<file path="src/rtl/dport_ctrl.sv">
// Output-port controller: buffers CPU stores to PORT_ADDR in a FIFO, drains them to the
// dport sink over valid/ready, and raises done only once an end request has fully drained.
module dport_ctrl #(
  parameter int unsigned DEPTH     = 16,
  parameter logic [15:0] PORT_ADDR = 16'hFFF0,
  parameter logic [15:0] DONE_ADDR = 16'hFFF1
) (
  input  logic        clk,
  input  logic        reset,
  input  logic [15:0] bus_addr,
  input  logic [7:0]  bus_wdata,
  input  logic        bus_we,
  output logic        bus_stall,
  output logic [7:0]  dport_out,
  output logic        dport_write,
  input  logic        dport_ready,
  output logic        done,
  output logic        err,
  output logic [8:0]  emitted
);

  localparam int unsigned AW = $clog2(DEPTH);
  localparam logic [AW:0]   C_FULL  = (AW+1)'(DEPTH);
  localparam logic [AW:0]   C_ONE   = (AW+1)'(1);
  localparam logic [AW-1:0] C_P_ONE = AW'(1);

  typedef enum logic [1:0] {
    ST_RUN   = 2'd0,
    ST_DRAIN = 2'd1,
    ST_DONE  = 2'd2
  } state_t;

  state_t          r_state;
  state_t          w_state_nxt;
  logic [7:0]      r_mem [DEPTH];
  logic [AW-1:0]   r_rd_ptr;
  logic [AW-1:0]   r_wr_ptr;
  logic [AW:0]     r_count;
  logic            r_done;
  logic            r_err;
  logic [8:0]      r_emitted;

  logic            w_port_hit;
  logic            w_done_hit;
  logic            w_full;
  logic            w_push;
  logic            w_pop;

  assign w_port_hit = bus_we && (bus_addr == PORT_ADDR);
  assign w_done_hit = bus_we && (bus_addr == DONE_ADDR);
  assign w_full     = (r_count == C_FULL);
  // A full FIFO refuses the push even if the head leaves this same cycle.
  assign w_push     = w_port_hit && (r_state == ST_RUN) && !w_full;
  assign w_pop      = dport_write && dport_ready;

  assign dport_write = (r_count != '0);
  assign dport_out   = r_mem[r_rd_ptr];
  assign bus_stall   = w_full && (r_state == ST_RUN);
  assign done        = r_done;
  assign err         = r_err;
  assign emitted     = r_emitted;

  // FIFO storage, pointers and occupancy
  always_ff @(posedge clk) begin
    if (reset) begin
      r_rd_ptr <= '0;
      r_wr_ptr <= '0;
      r_count  <= '0;
      for (int i = 0; i < int'(DEPTH); i++) begin
        r_mem[i] <= 8'h00;
      end
    end else begin
      if (w_push) begin
        r_mem[r_wr_ptr] <= bus_wdata;
        r_wr_ptr        <= r_wr_ptr + C_P_ONE;
      end
      if (w_pop) begin
        r_rd_ptr <= r_rd_ptr + C_P_ONE;
      end
      case ({w_push, w_pop})
        2'b10:   r_count <= r_count + C_ONE;
        2'b01:   r_count <= r_count - C_ONE;
        default: r_count <= r_count;
      endcase
    end
  end

  // Next-state logic for the end-of-program sequence
  always_comb begin
    w_state_nxt = r_state;
    case (r_state)
      ST_RUN: begin
        if (w_done_hit) begin
          w_state_nxt = ST_DRAIN;
        end else begin
          w_state_nxt = ST_RUN;
        end
      end
      ST_DRAIN: begin
        if (r_count == '0) begin
          w_state_nxt = ST_DONE;
        end else begin
          w_state_nxt = ST_DRAIN;
        end
      end
      ST_DONE: w_state_nxt = ST_DONE;
      default: w_state_nxt = ST_RUN;
    endcase
  end

  // State register and sticky status flags
  always_ff @(posedge clk) begin
    if (reset) begin
      r_state <= ST_RUN;
      r_done  <= 1'b0;
      r_err   <= 1'b0;
    end else begin
      r_state <= w_state_nxt;
      r_done  <= (w_state_nxt == ST_DONE);
      if (w_port_hit && (r_state != ST_RUN)) begin
        r_err <= 1'b1;
      end
    end
  end

  // Saturating count of bytes handed to the sink
  always_ff @(posedge clk) begin
    if (reset) begin
      r_emitted <= 9'h000;
    end else if (w_pop && (r_emitted != 9'h1FF)) begin
      r_emitted <= r_emitted + 9'h001;
    end
  end

endmodule

</file>
<file path="config.mk">
export PLATFORM = sky130hd
export DESIGN_NAME = dport_ctrl
export DESIGN_NICKNAME = d
export VERILOG_FILES = /design/src/rtl/dport_ctrl.sv
export SDC_FILE = /design/constraint.sdc
export NUM_CORES = 1
export LEC_CHECK = 0
export ABC_AREA = 1
export CAP_MARGIN = 20
export CORE_ASPECT_RATIO = 1.75
export CORE_MARGIN = 5
export CORE_UTILIZATION = 45
export CTS_CLUSTER_DIAMETER = 30
export DETAILED_ROUTE_END_ITERATION = 10
export RECOVER_POWER = 50
export SLEW_MARGIN = 20
export SYNTH_ARGS = -nofsm -noshare
export SYNTH_HDL_FRONTEND = slang
export SYNTH_SLANG_ARGS = --single-unit
</file>
<file path="constraint.sdc">
create_clock -name clk -period 3.05 [get_ports clk]
set_clock_uncertainty 0.15 [all_clocks]
set_input_delay 0.61 -clock clk [delete_from_list [all_inputs] [get_ports clk]]
set_output_delay 0.61 -clock clk [all_outputs]
set_load 0.05 [all_outputs]
</file>
**Word-level counts from Yosys, hierarchy flattened**

Memory sizes are Yosys's and may differ from the RTL's. A register that Yosys moved wholly into a read port is not among the register bits.
Cells that the tools add are included.

- Word-level logic and storage cells: 51
- Output and inout bits: 21
- Register bits: 26
- RAM bits: 128
- Input bits: 28
- Memories: 1

- Reductions and logical operators: 15
- Equal/unequal tests: 9
- Multiplexer cells: 14
- Add/sub/neg operators: 5

Memory list:

| memory | depth | width | read ports | clocked after memory_dff | write ports | line | source |
|---|---|---|---|---|---|---|---|
| r_mem | 16 | 8 | 1 | 1 | 16 | 35 | `logic [7:0] r_mem [DEPTH];` |

Operator list:

| cell | number |
|---|---|
| $eq A16 B16 Y1 const B | 2 |
| $mux W4 | 3 |
| $pmux W5 S2 | 1 |
| $add A9 B1 Y9 const B | 1 |
| $ne A9 B9 Y1 const B | 1 |
| $add A4 B1 Y4 const B | 2 |
| $logic_and A1 B1 Y1 | 8 |
| $mux W8 | 1 |
| $reduce_or A8 Y1 | 1 |
| $mux W1 | 7 |
| $eq A2 B2 Y1 const B | 3 |
| $pmux W2 S3 | 1 |
| $add A5 B1 Y5 const B | 1 |
| $eq A5 B5 Y1 const B | 1 |
| $logic_not A5 Y1 | 1 |
| $reduce_bool A5 Y1 | 1 |
| $sub A5 B1 Y5 const B | 1 |
| $eq A2 B1 Y1 const B | 2 |
| $reduce_bool A2 Y1 | 2 |
| $logic_not A2 Y1 | 1 |
| $mux W2 | 1 |
| $logic_not A1 Y1 | 1 |

**Depth between registers and ports, before layout**

- Depth in word-level cells: 9
- Mapped depth: 14
- Gate-level depth less buffers: 14

**Worst setup path after synthesis**

Ideal clock, no wire load.

- Kind: register to register
- Start point: register r_count[0]
- End point: register r_count[4]
- Library setup time: 0.132 ns
- Path buffers: 0
- Path slack: 0.302 ns
- Required time: 2.768 ns
- Arrival time: 2.466 ns
- Stages on the path, launching flop included: 13
- Clock period less this slack: 2.748 ns
- Cell sequence: dfxtp_1 nor2_1 nand3b_1 nand2_1 clkinv_1 ha_1 fa_1 nand2_1 a21oi_1 o21bai_1 nand2_1 nand2_1 a21oi_1

- Elaborated cells between the ends (all ways): 11
- Classes of those cells: add/sub (2); eq/ne (3); mux (1); reduce/logical (5)

RTL lines:

| what | line | source |
|---|---|---|
| start, declared | 38 | `logic [AW:0] r_count;` |
| start signal, assigned | 81 | `2'b10: r_count <= r_count + C_ONE;` |
| start signal, assigned | 82 | `2'b01: r_count <= r_count - C_ONE;` |
| start signal, assigned | 83 | `default: r_count <= r_count;` |
| $reduce_bool A5 Y1 * | 56 | `assign dport_write = (r_count != '0);` |
| via dport_write | 15 | `output logic dport_write,` |
| $logic_and A1 B1 Y1 * | 54 | `assign w_pop = dport_write && dport_ready;` |
| via w_pop | 47 | `logic w_pop;` |
| $eq A2 B1 Y1 or $eq A2 B2 Y1 (tied branches) | 80 | `case ({w_push, w_pop})` |
| $pmux W5 S2 or $reduce_bool A2 Y1 (tied branches) | -- |  |

Mark *: on every way through the listed nets, which the timed path passes. The rest lies on a longest branch.
A chain may end at the register's enable or synchronous reset.

==> flow_metrics.py <==
metrics = {
    "synthesis": {
        "yosysTopAreaCellShare_pct": 49.0,
        "synth_flop_cell": "edfxtp_1",
        "synth-edff-count": 128,
        "syn_nets": 870,
        "yosys-top-cells-area": "edfxtp_1 49%, dfxtp_1 7.7%, nor2_1 6.1%",
        "yosys_warnings": 0,
        "synth_commonest_cells": "128 x edfxtp_1, 127 x nor2_1, 108 x nand2_1",
        "postSynthAreaPerCell_um2": 9.45,
        "synth_cells": 830,
        "yosys.cell_count.top_type": "edfxtp_1",
        "ys_seq_area_share_pct": 56.7,
        "synth_cell_type_count": 30,
        "ys_ff_latch": 158,
        "synth-async-reset-ratio_pct": 0,
        "syn-cell-area_um2": 7840,
        "yosys.area.top_type": "edfxtp_1",
    },
    "timing": {
        "worst_pin_slew_ns": 0.652,
        "fin_crit_ns": 2.89,
        "slew_violations": 0,
        "setup_violations": 0,
        "max_freq_ghz": 0.346,
        "min_period_over_period_pct": 94.9,
        "tns_ns": 0,
        "postLayoutSetupSlackWorst_ns": 0.157,
        "max-slew-margin-rel_pct": 56.5,
        "rsz0062_at_grt": "false",
        "hold_viol_final": 0,
    },
    "clock_network": {
        "cts_tree": "built",
        "cts_max_path_buffers": 2,
        "cts_setup_buffers": 0,
        "path_clk_slew_ns": 0.06,
        "htree_levels": 4,
        "postCtsResizedCells": 0,
        "root_buffer": "clkbuf_16",
        "worstSkewPairLatency_ns": 0.43,
        "cts_hold_buffers": 0,
        "cts_buffers": 17,
        "cts_sinks": 158,
    },
    "setup_path": {
        "endpoint_kind": "output pin",
        "crit_arrival_ns": 2.13,
        "crit_type": "register to output pin",
        "critPathLaunchType": "register",
        "critical_path.max_fanout": 51,
        "cp.required_ns": 2.29,
    },
    "route": {
        "vias_per_cell": 5.16,
        "initialDrtViolationCount": 342,
        "drtAntennaViolNets": 0,
        "vias": 5848,
        "wl_mm": 18.9,
        "first_pass_iters": 5,
        "drc": 0,
        "routedWlPerCell_um": 16.7,
    },
    "final_layout": {
        "drive_above_1_share_pct": 13.8,
        "final_nets": 930,
        "synthToLayoutAreaGrowth_pct": 18.4,
        "num_antenna_cells": 0,
        "utilization_pct": 53.7,
        "fill_cells": 1629,
        "fin_cells": 1134,
    },
    "min_path": {
        "worstHoldPathType": "register to register",
    },
    "power": {
        "seq_power_share_pct": 35.9,
        "swShare_pct": 34.9,
        "power_leakage_nw": 3.65,
        "p_comb_share_pct": 33.2,
        "switchingPower_w": 0.00257,
        "ir_worst_vdd_uv": 561,
        "p_int_w": 0.00480,
        "clockPowerShare_pct": 30.9,
        "p_per_area_nw_per_um2": 793,
    },
    "grt": {
        "grt_max_degree": 65,
        "antenna_found_initial": 0,
        "grt_pass1_wl_mm": 29.7,
        "overflow": 0,
        "grt_pass1_vias": 5987,
        "grt_util_all_layers_pct": 19.7,
    },
    "floorplan": {
        "die_area_um2": 20300,
        "die_w_um": 110,
        "fp.dieH_um": 185,
        "rows": 64,
        "num_io_pins": 49,
        "initial_core_util_pct": 45.3,
        "core_area_um2": 17300,
    },
    "run_status": {
        "status": "completed",
    },
    "placed_design": {
        "io_buffers": 48,
        "place_congestion": 0.866,
        "dp_slack_ns": -0.0769,
        "dp_cells": 1102,
        "hpwl_mm": 13.3,
    },
    "job": {
        "drv_cap": 0,
    },
}
## power groups by stage
| stage | Clock (W) | Sequential (W) | Combinational [W] |
|---|---|---|---|
| after CTS | 0.00231 | 0.00265 | 0.00248 |
| after floorplan | 0 | 0.00265 | 0.00152 |
| after global placement | 0 | 0.00268 | 0.00243 |
| final | 0.00228 | 0.00265 | 0.00245 |
| after global routing | 0.00241 | 0.00267 | 0.00263 |
| after detailed placement | 0 | 0.00269 | 0.00247 |
## cell families after synthesis
logic type	share of synthesized area [%]
AND/OR/NAND/NOR	24.3
flip-flops	56.7
buffers and inverters	7.56
AO/OA/AOI/OAI	8.77
adder cells (fa/ha/maj)	2.01
XOR/XNOR	0.670
## worst paths after layout
kind             endpoint  slack (ns)        from  cells past startpoint
max reg2reg    r_count[4]        0.52  r_count[0]                     13
min reg2reg           err        0.31         err                      2
min                   err        0.31         err                      2
max          dport_out[0]        0.16    register                      6
## critical path, cell delays in order (launching register included)
cell and delay, ns:
dfxtp_4 0.67, buf_4 0.34, o211ai_1 0.13, nand3_1 0.12, nand3_1 0.12, nand2_1 0.15, buf_12 0.15
## stage by stage
| step | hold WS [ns] | instance area (µm²) | total power (W) |
|---|---|---|---|
| 2_1_floorplan | 0.297 | 7840 | 0.00416 |
| 3_3_place_gp | 0.291 | 8820 | 0.00511 |
| 3_5_place_dp | 0.306 | 8820 | 0.00516 |
| 4_1_cts | 0.317 | 9480 | 0.00744 |
| 5_1_grt | 0.355 | 9290 | 0.00770 |
| 6_report | 0.311 | 9290 | 0.00737 |
## layer usage
layer,share of wire (%),GRT usage [%],vias up
met5,0,0,-
met3,3.3,3.29,31
li1,-,-,2867
met2,57,37.9,136
met4,2.8,8.74,0
met1,36,20.0,2814
## placed cells by master (no fill, tap or decap), types with 2 or more instances in the layout
cell type / Yosys / layout
inv_4: 0 / 2
a21oi_1: 47 / 47
and3_1: 2 / 2
clkbuf_8: 0 / 2
xnor2_1: 2 / 2
clkdlybuf4s50_1: 0 / 39
nor2_2: 56 / 56
clkbuf_1: 32 / 16
inv_2: 2 / 2
inv_1: 106 / 106
clkbuf_16: 0 / 22
nor2_1: 127 / 127
o21ai_0: 41 / 41
ha_1: 11 / 11
nor2_4: 3 / 3
dfxtp_1: 30 / 28
buf_4: 2 / 13
nor3_1: 2 / 2
clkinv_4: 0 / 2
nand2_1: 108 / 108
nand3_4: 11 / 3
xor2_1: 4 / 4
o211ai_1: 32 / 32
nand3_1: 60 / 74
nand3b_1: 2 / 2
buf_12: 1 / 12
nand4_1: 5 / 5
edfxtp_1: 128 / 128
## area by class of cell
type | instances | area [µm²] | area share (%)
Tap cell | 231 | 289 | 3.11
Clock buffer | 24 | 578 | 6.22
Sequential cell | 158 | 4450 | 47.9
Multi-Input combinational cell | 522 | 2680 | 28.8
Clock inverter | 8 | 81.3 | 0.876
Timing Repair Buffer | 82 | 806 | 8.67
Inverter | 109 | 409 | 4.40
## state kept, by name, indices dropped and copies added, names as in the netlist, named ones only
signal / cells
r_mem: 128
err: 1
r_wr_ptr: 4
r_state: 2
emitted: 9
r_count: 5
done: 1
r_rd_ptr: 4
No activity file was read; power rests on OpenSTA's default activity.
